--- src/rtl/spi_slave_core.sv ---
// spi_slave_core: full-duplex SPI slave oversampled on clk.
// All SPI pins are synchronised into the clk domain; edges are detected
// from the synchronised copies, so every pin event is acted on 3 clk
// cycles after it happens. Supports all four SPI modes, either bit order
// and multi-word bursts within one chip-select window.
//
// state     | meaning
// ----------+-----------------------------------------------------------
// ST_IDLE   | cs_n high, miso tri-stated, bit counter and shifters clear
// ST_ACTIVE | cs_n low, shifting words; miso driven from the tx shifter
module spi_slave_core #(
  parameter int                    DATA_WIDTH = 8,
  parameter bit                    CPOL       = 1'b0,
  parameter bit                    CPHA       = 1'b0,
  parameter bit                    MSB_FIRST  = 1'b1,
  parameter logic [DATA_WIDTH-1:0] IDLE_FILL  = '1
) (
  input  logic                  clk,
  input  logic                  rst,
  input  logic                  sclk,
  input  logic                  cs_n,
  input  logic                  mosi,
  output logic                  miso,
  output logic                  miso_oe,
  input  logic [DATA_WIDTH-1:0] tx_data,
  input  logic                  tx_valid,
  output logic                  tx_ready,
  output logic [DATA_WIDTH-1:0] rx_data,
  output logic                  rx_valid,
  output logic                  tx_underrun,
  output logic                  frame_err
);

  localparam int              CW       = $clog2(DATA_WIDTH + 1);
  localparam logic [CW-1:0]   LAST_BIT = CW'(DATA_WIDTH - 1);
  localparam logic [0:0]      ST_IDLE   = 1'b0;
  localparam logic [0:0]      ST_ACTIVE = 1'b1;

  logic                  sclk_s1, sclk_s2, sclk_s3;
  logic                  cs_s1, cs_s2, cs_s3;
  logic                  mosi_s1, mosi_s2;

  logic [0:0]            state;
  logic [CW-1:0]         bit_cnt;
  logic [DATA_WIDTH-1:0] rx_sh;
  logic [DATA_WIDTH-1:0] tx_sh;
  logic                  buf_full;
  logic [DATA_WIDTH-1:0] buf_data;

  logic                  lead_edge, trail_edge;
  logic                  sample_edge, shift_edge;
  logic                  cs_fall, cs_rise;
  logic                  frame_start, frame_stop;
  logic                  do_sample, do_shift, word_done;
  logic                  load, tx_hs;
  logic [DATA_WIDTH-1:0] rx_next;
  logic [DATA_WIDTH-1:0] tx_next;

  // Two-flop synchronisers on all pins plus a third stage on sclk/cs_n for edge detection.
  always_ff @(posedge clk or negedge rst) begin
    if (!rst) begin
      sclk_s1 <= CPOL;
      sclk_s2 <= CPOL;
      sclk_s3 <= CPOL;
      cs_s1   <= 1'b1;
      cs_s2   <= 1'b1;
      cs_s3   <= 1'b1;
      mosi_s1 <= 1'b0;
      mosi_s2 <= 1'b0;
    end else begin
      sclk_s1 <= sclk;
      sclk_s2 <= sclk_s1;
      sclk_s3 <= sclk_s2;
      cs_s1   <= cs_n;
      cs_s2   <= cs_s1;
      cs_s3   <= cs_s2;
      mosi_s1 <= mosi;
      mosi_s2 <= mosi_s1;
    end
  end

  assign lead_edge   = (sclk_s3 == CPOL) && (sclk_s2 != CPOL);
  assign trail_edge  = (sclk_s3 != CPOL) && (sclk_s2 == CPOL);
  assign sample_edge = CPHA ? trail_edge : lead_edge;
  assign shift_edge  = CPHA ? lead_edge  : trail_edge;
  assign cs_fall     = cs_s3 & ~cs_s2;
  assign cs_rise     = ~cs_s3 & cs_s2;

  // Frame start wins over a coincident sclk edge; frame stop wins over everything.
  assign frame_start = (state == ST_IDLE) && cs_fall;
  assign frame_stop  = (state == ST_ACTIVE) && cs_rise;
  assign do_sample   = (state == ST_ACTIVE) && !cs_rise && sample_edge;
  assign word_done   = do_sample && (bit_cnt == LAST_BIT);

  // The first shift edge of each word (counter still 0) must not advance the
  // shifter: the freshly loaded first bit is already on miso.
  assign do_shift    = (state == ST_ACTIVE) && !cs_rise && shift_edge && (bit_cnt != '0);

  assign load        = frame_start | word_done;
  assign tx_hs       = tx_valid && !buf_full;
  assign tx_ready    = !buf_full;

  assign rx_next = MSB_FIRST ? {rx_sh[DATA_WIDTH-2:0], mosi_s2}
                             : {mosi_s2, rx_sh[DATA_WIDTH-1:1]};
  assign tx_next = MSB_FIRST ? {tx_sh[DATA_WIDTH-2:0], 1'b0}
                             : {1'b0, tx_sh[DATA_WIDTH-1:1]};

  // Frame state: enter on synced cs_n falling, leave on synced cs_n rising.
  always_ff @(posedge clk or negedge rst) begin
    if (!rst) begin
      state <= ST_IDLE;
    end else if (frame_start) begin
      state <= ST_ACTIVE;
    end else if (frame_stop) begin
      state <= ST_IDLE;
    end
  end

  // Bit counter: counts sample edges within a word, wraps at the word boundary.
  always_ff @(posedge clk or negedge rst) begin
    if (!rst) begin
      bit_cnt <= '0;
    end else if (frame_start || frame_stop) begin
      bit_cnt <= '0;
    end else if (do_sample) begin
      bit_cnt <= word_done ? '0 : bit_cnt + CW'(1);
    end
  end

  // Receive shifter and completed-word register; partial words are dropped on stop.
  always_ff @(posedge clk or negedge rst) begin
    if (!rst) begin
      rx_sh   <= '0;
      rx_data <= '0;
    end else if (frame_start || frame_stop) begin
      rx_sh <= '0;
    end else if (do_sample) begin
      rx_sh <= word_done ? '0 : rx_next;
      if (word_done) begin
        rx_data <= rx_next;
      end
    end
  end

  // One-deep tx buffer; a load in the same cycle as a handshake sees the old contents.
  always_ff @(posedge clk or negedge rst) begin
    if (!rst) begin
      buf_full <= 1'b0;
      buf_data <= '0;
    end else if (tx_hs) begin
      buf_full <= 1'b1;
      buf_data <= tx_data;
    end else if (load) begin
      buf_full <= 1'b0;
    end
  end

  // Transmit shifter: loaded at frame start and each word boundary, advanced on shift edges.
  always_ff @(posedge clk or negedge rst) begin
    if (!rst) begin
      tx_sh <= '0;
    end else if (load) begin
      tx_sh <= buf_full ? buf_data : IDLE_FILL;
    end else if (frame_stop) begin
      tx_sh <= '0;
    end else if (do_shift) begin
      tx_sh <= tx_next;
    end
  end

  // Single-cycle status pulses.
  always_ff @(posedge clk or negedge rst) begin
    if (!rst) begin
      rx_valid    <= 1'b0;
      tx_underrun <= 1'b0;
      frame_err   <= 1'b0;
    end else begin
      rx_valid    <= word_done;
      tx_underrun <= load && !buf_full;
      frame_err   <= frame_stop && (bit_cnt != '0);
    end
  end

  assign miso_oe = (state == ST_ACTIVE);
  assign miso    = miso_oe & (MSB_FIRST ? tx_sh[DATA_WIDTH-1] : tx_sh[0]);

endmodule

--- config.mk ---
export PLATFORM = sky130hd
export DESIGN_NAME = spi_slave_core
export DESIGN_NICKNAME = d
export VERILOG_FILES = /design/src/rtl/spi_slave_core.sv
export SDC_FILE = /design/constraint.sdc
export NUM_CORES = 1
export LEC_CHECK = 0
export CORE_MARGIN = 1.5
export CORE_UTILIZATION = 40
export CTS_CLUSTER_DIAMETER = 80
export DETAILED_ROUTE_END_ITERATION = 8
export GPL_TIMING_DRIVEN = 0
export PLACE_DENSITY = 0.74
export SLEW_MARGIN = 0
export SYNTH_ARGS = -nofsm -noshare
export SYNTH_HDL_FRONTEND = slang
export SYNTH_SLANG_ARGS = --single-unit
--- constraint.sdc ---
create_clock -name clk -period 1.8 [get_ports clk]
set_clock_uncertainty 0.2 [all_clocks]
set_input_delay 0.36 -clock clk [delete_from_list [all_inputs] [get_ports clk]]
set_output_delay 0.36 -clock clk [all_outputs]
set_load 0.03 [all_outputs]
Word-level counts from Yosys, hierarchy flattened:

Index checks and enable logic that the tools add are counted.

* output and inout port bits: 14
* bits in registers: 48

* $add $sub $neg: 1
* multiplexer cells: 14
* bitwise logic cells: 10
* reduce and logical (&&, ||, !) cells: 21
* equality and inequality tests: 1

Operator list (count)
* $mux W8: 4
* $mux W7: 3
* $logic_and A1 B1 Y1: 12
* $mux W4: 3
* $not A1 Y1: 6
* $reduce_bool A2 Y1: 3
* $add A4 B1 Y4 const B: 1
* $eq A4 B3 Y1 const B: 1
* $mux W1: 4
* $reduce_bool A4 Y1: 1
* $and A1 B1 Y1: 3
* $reduce_and A3 Y1: 1
* $reduce_bool A3 Y1: 1
* $logic_not A1 Y1: 2
* $logic_or A1 B1 Y1: 1
* $or A1 B1 Y1: 1

Longest topological paths before layout:

* depth in word-level cells: 9
* depth in mapped cells: 7
* mapped depth without buffers: 6

Worst setup path before layout:

OpenSTA, ideal clock, no wires.

* path kind: register to register
* start point: register state, in the netlist miso_oe
* end point: register tx_sh[4]
* period minus slack after synthesis: 1986 ps
* data arrival time: 1665 ps
* slack: -186 ps
* setup time: 121 ps
* stages on the path, launching flop included: 7
* required time: 1479 ps
* cells stage by stage: dfrtp_1 > and3b_1 > nand3_4 > inv_4 > or3_1 > buf_6 > o22a_1

* cells in the longest elaborated chain, start to end: 5

Ends and longest elaborated chain
* start, declared: line 43 `logic [0:0] state;`
* start signal, assigned: line 111 `state <= ST_IDLE;`
* start signal, assigned: line 113 `state <= ST_ACTIVE;`
* start signal, assigned: line 115 `state <= ST_IDLE;`
* $logic_and A1 B1 Y1: line 92, 97
* $logic_and A1 B1 Y1: line 92 `assign do_sample = (state == ST_ACTIVE) && !cs_rise && sample_edge;`
* $logic_and A1 B1 Y1: line 93 `assign word_done = do_sample && (bit_cnt == LAST_BIT);`
* $or A1 B1 Y1: line 99 `assign load = frame_start | word_done;`
* $reduce_bool A3 Y1 (no line) or $mux W8 (tied branches)
* end signal, assigned: line 163 `tx_sh <= buf_full ? buf_data : IDLE_FILL;`
* end signal, assigned: line 167 `tx_sh <= tx_next;`
* end, declared: line 46 `logic [DATA_WIDTH-1:0] tx_sh;`

Parallel ways exist; a longest one is shown, timed or not.
A chain may end at the register's enable or synchronous reset.

Worst setup path in the final report:

* start point: register bit_cnt[1]
* end point: register tx_sh[2]

* cells in the longest elaborated chain, start to end: 4

Ends and longest elaborated chain
* start, declared: line 44 `logic [CW-1:0] bit_cnt;`
* start signal, assigned: line 126 `bit_cnt <= word_done ? '0 : bit_cnt + CW'(1);`
* $eq A4 B3 Y1: line 93
* $logic_and A1 B1 Y1: line 93
* $or A1 B1 Y1: line 99
* $reduce_bool A3 Y1 (no line) or $mux W8 (tied branches)

Parallel ways exist; a longest one is shown, timed or not.

==> key figures <==
Die
  • Core area: 0.00472 mm^2
  • Die Y: around 73 um
  • Area of the die: 0.00536 mm^2
  • Initial Util: between 40% and 50%
  • FP Rows: 25
  • IO Count: 28
  • Die X: between 70 and 80 um

Setup path
  • Worst Path Required: 1.78 ns
  • FF-to-FF Start: bit_cnt[1]$_DFFE_PN0P_
  • Worst r2r path cells: 7
  • Worst R2R End: tx_sh[2]$_DFFE_PN0P_
  • WS Path Type: reg -> reg
  • Startpoint types: register
  • CP Capture Type: register
  • Maximum fanout along the worst path: 8
  • Critical path arrival: 2.01 ns
  • R2R setup slack: -0.23 ns

GRT
  • GR Overflow Total: 0
  • First-pass GRT wire length: 6350 um
  • Met1 usage: 21.3%
  • Met3 Usage GRT: 4.28%
  • Vias in the first global route: between 1000 and 1500
  • Total GRT Usage: 15.6%
  • Initial antenna violation count: 0
  • Met2 usage: 24.4%
  • GRT Max-Usage Layer: met2
  • Largest net degree at the start of global routing: 28

Clocking
  • Bufs on Longest Clock Path: 2
  • CTS H-tree depth: 2
  • Reg clk slew, reported paths: roughly 0.10 ns
  • Num Clock Sinks: 48
  • CTS tree: built
  • Clock latency at the later pin of the worst-skew pair: about 0.30 ns
  • CTS Root Cell: clkbuf_8
  • CTS Buf Count: 5

Finish
  • ANT cells: 0
  • Area Overhead vs Synth: 35.3%
  • # nets final: 236
  • Fin area: 0.00267 mm^2
  • Final Util: about 57%
  • Layout cells sized above 1: 30.3%

Yosys
  • Synth unique cells: 36
  • Sequential fraction of the synthesis area: 61.1%
  • Synthesized area per cell: 12.1 um^2
  • Synth area leader: dfrtp_1
  • Flops & latches, synth: 48
  • Synth top area share: 57.1%
  • Mapped Cells: between 150 and 200
  • Mapped cell area: 0.00197 mm^2
  • Synthesized Nets: 179
  • Synth warn: 0
  • Top cells by area, synth: dfrtp_1, mux2_2, nand2_1

Hold path
  • HP Start: sclk_s1$_DFF_PN0_
  • WHS Path Cells: 0
  • Hold Crit Class: reg -> reg
  • Hold EP: sclk_s2$_DFF_PN0_

STA
  • Endpoints failing setup: 18
  • Actual slew at the worst max-slew pin: 0.515 ns
  • Min Tclk post-route: 2.03 ns
  • RSZ-0062 raised after global routing: true
  • Final hold violation count: 0
  • Tcrit/Tclk final: 113%
  • Fmax achieved: 0.493 GHz
  • Slew margin rel.: 65.6%
  • Setup ws final: -0.228 ns
  • Final slew viol count: 0

Place
  • Routability Congestion: 0.752
  • I/O Buffers: 27
  • Final HPWL DP: roughly 2400 um
  • Placed cell areas: between 0.002 and 0.0025 mm^2

Routing
  • DRT iter0 DRCs: between 70 and 80
  • Via count: ~1400
  • Routed Antenna Nets: 0
  • Detailed-router iteration count before antenna repair: 4
  • Via-per-instance ratio: between 4 and 5
  • Routed WL: 3750 um
  • Drc violations: 0
  • Routed WL per cell: 13.0 um

Power and ir drop
  • Max VDD drop: approximately 800 uV
  • Leak Pwr: around 1.3 nW
  • Pwr/cell area: 1030 mW/mm^2

Run
  • Max cap viols: 0

Run status
  • Failing checks: negative setup slack
  • Status: finished, violations left
-- metal layers --
layer  share of wire (%)  vias to the layer above
met4                 1.4                        0
met2                  50                       26
met5                   0                        -
li1                    -                      690
met1                  46                      709
met3                 3.0                        6
-- timing repair --
item / in CTS / in global routing
pin swaps: 5 / 6
cloned: 1 / 0
gates resized for setup: 29 / 7
buffers inserted: 13 / 7
hold buffers: 1 / 0
setup endpoints to repair: 41 / 37
hold endpoints to repair: 18 / 0
-- through the flow --
stage / setup TNS [ns] / instances / setup slack [ns] / power, mW / hold WS [ns]
final: -1.99 / 288 / -0.228 / 2.74 / 0.152
after global routing: -3.40 / 288 / -0.283 / 2.89 / 0.162
after CTS: -1.74 / 281 / -0.173 / 2.76 / 0.156
after detailed placement: -5.25 / 258 / -0.326 / 2.01 / 0.136
after global placement: -58.32 / 257 / -1.32 / 1.98 / 0.134
after floorplan: -1.19 / 163 / -0.157 / 1.82 / -0.136
-- logic make-up after synthesis --
logic type | Yosys count | share of synthesized area (%)
simple gates | 62 | 16.6
flops | 48 | 61.1
compound gates | 30 | 12.6
buf+inv | 11 | 2.92
mux | 9 | 5.14
fa+ha+maj | 2 | 1.27
xor+xnor | 1 | 0.444
-- report_power, final --
group	internal [mW]	switching (mW)	leakage [nW]	total [mW]
combinational	0.396	0.286	0.624	0.682
sequential	1.27	0.117	0.605	1.39
clock	0.314	0.361	0.0516	0.675
-- worst max-delay path: stages (launching register included) --
cell,delay [ns]
dfrtp_1,0.41
ha_2,0.21
and3b_4,0.21
nand3_4,0.09
inv_4,0.05
or3_1,0.39
buf_6,0.15
o22a_1,0.19
-- cell usage in the layout, fill, tap and decap left out, drive strengths merged, types with 3 or more instances in the layout --
master         count
a22o               9
a2bb2oi            7
buf               28
clkbuf             8
clkdlybuf4s50     12
dfrtp             45
dfstp              3
dlygate4sd2       12
inv                5
mux2               9
nand2             27
nand3b             3
nor2               6
nor3              14
o21ai              3
o22a               7
-- cell usage after synthesis, drive strengths merged --
cell type / n
nand3: 2
a211oi: 1
dfrtp: 45
o22ai: 1
nor2: 6
nand2: 27
a21o: 1
ha: 2
mux2: 9
nand3b: 3
clkbuf: 2
a2bb2oi: 7
o22a: 7
and2: 2
dfstp: 3
o211a: 1
inv: 4
or2b: 1
xnor2: 1
buf: 4
nor3b: 1
a22o: 9
and3b: 2
clkinv: 1
o21ai: 3
nor2b: 2
or3b: 1
nor3: 14
or3: 1
-- worst max-delay path by stage --
stage	depth (start not counted)	start	slack (ns)	endpoint
floorplan	7	bit_cnt[0]$_DFFE_PN0P_	-0.16	tx_sh[4]$_DFFE_PN0P_
global placement	1	rst	-1.32	miso_oe$_DFFE_PN0N_
detailed placement	7	bit_cnt[0]$_DFFE_PN0P_	-0.33	tx_sh[4]$_DFFE_PN0P_
CTS	7	bit_cnt[0]$_DFFE_PN0P_	-0.17	tx_sh[2]$_DFFE_PN0P_
global route	7	bit_cnt[1]$_DFFE_PN0P_	-0.28	tx_sh[2]$_DFFE_PN0P_
finish	7	bit_cnt[1]$_DFFE_PN0P_	-0.23	tx_sh[2]$_DFFE_PN0P_
-- flip-flops by register name, indices dropped and copies added, names as in the netlist --
signal and count:
sclk_s1 1, mosi_s2 1, buf_full 1, tx_sh 8
miso_oe 1, sclk_s3 1, frame_err 1, cs_s1 1
sclk_s2 1, cs_s3 1, bit_cnt 4, mosi_s1 1
cs_s2 1, rx_valid 1, buf_data 8, rx_sh 7
tx_underrun 1, rx_data 8
-- layout make-up --
| cell class | instances | area (um^2) |
|---|---|---|
| Buffer | 6 | 47.5 |
| Clock buffer | 6 | 82.6 |
| Clock inverter | 2 | 13.8 |
| Multi-Input combinational cell | 104 | 758 |
| Tap cell | 67 | 83.8 |
| Timing Repair Buffer | 50 | 454 |
| Inverter | 5 | 22.5 |
| Sequential cell | 48 | 1210 |
| Fill cell | 416 | 2050 |
No activity file was read; power rests on OpenSTA's default activity.
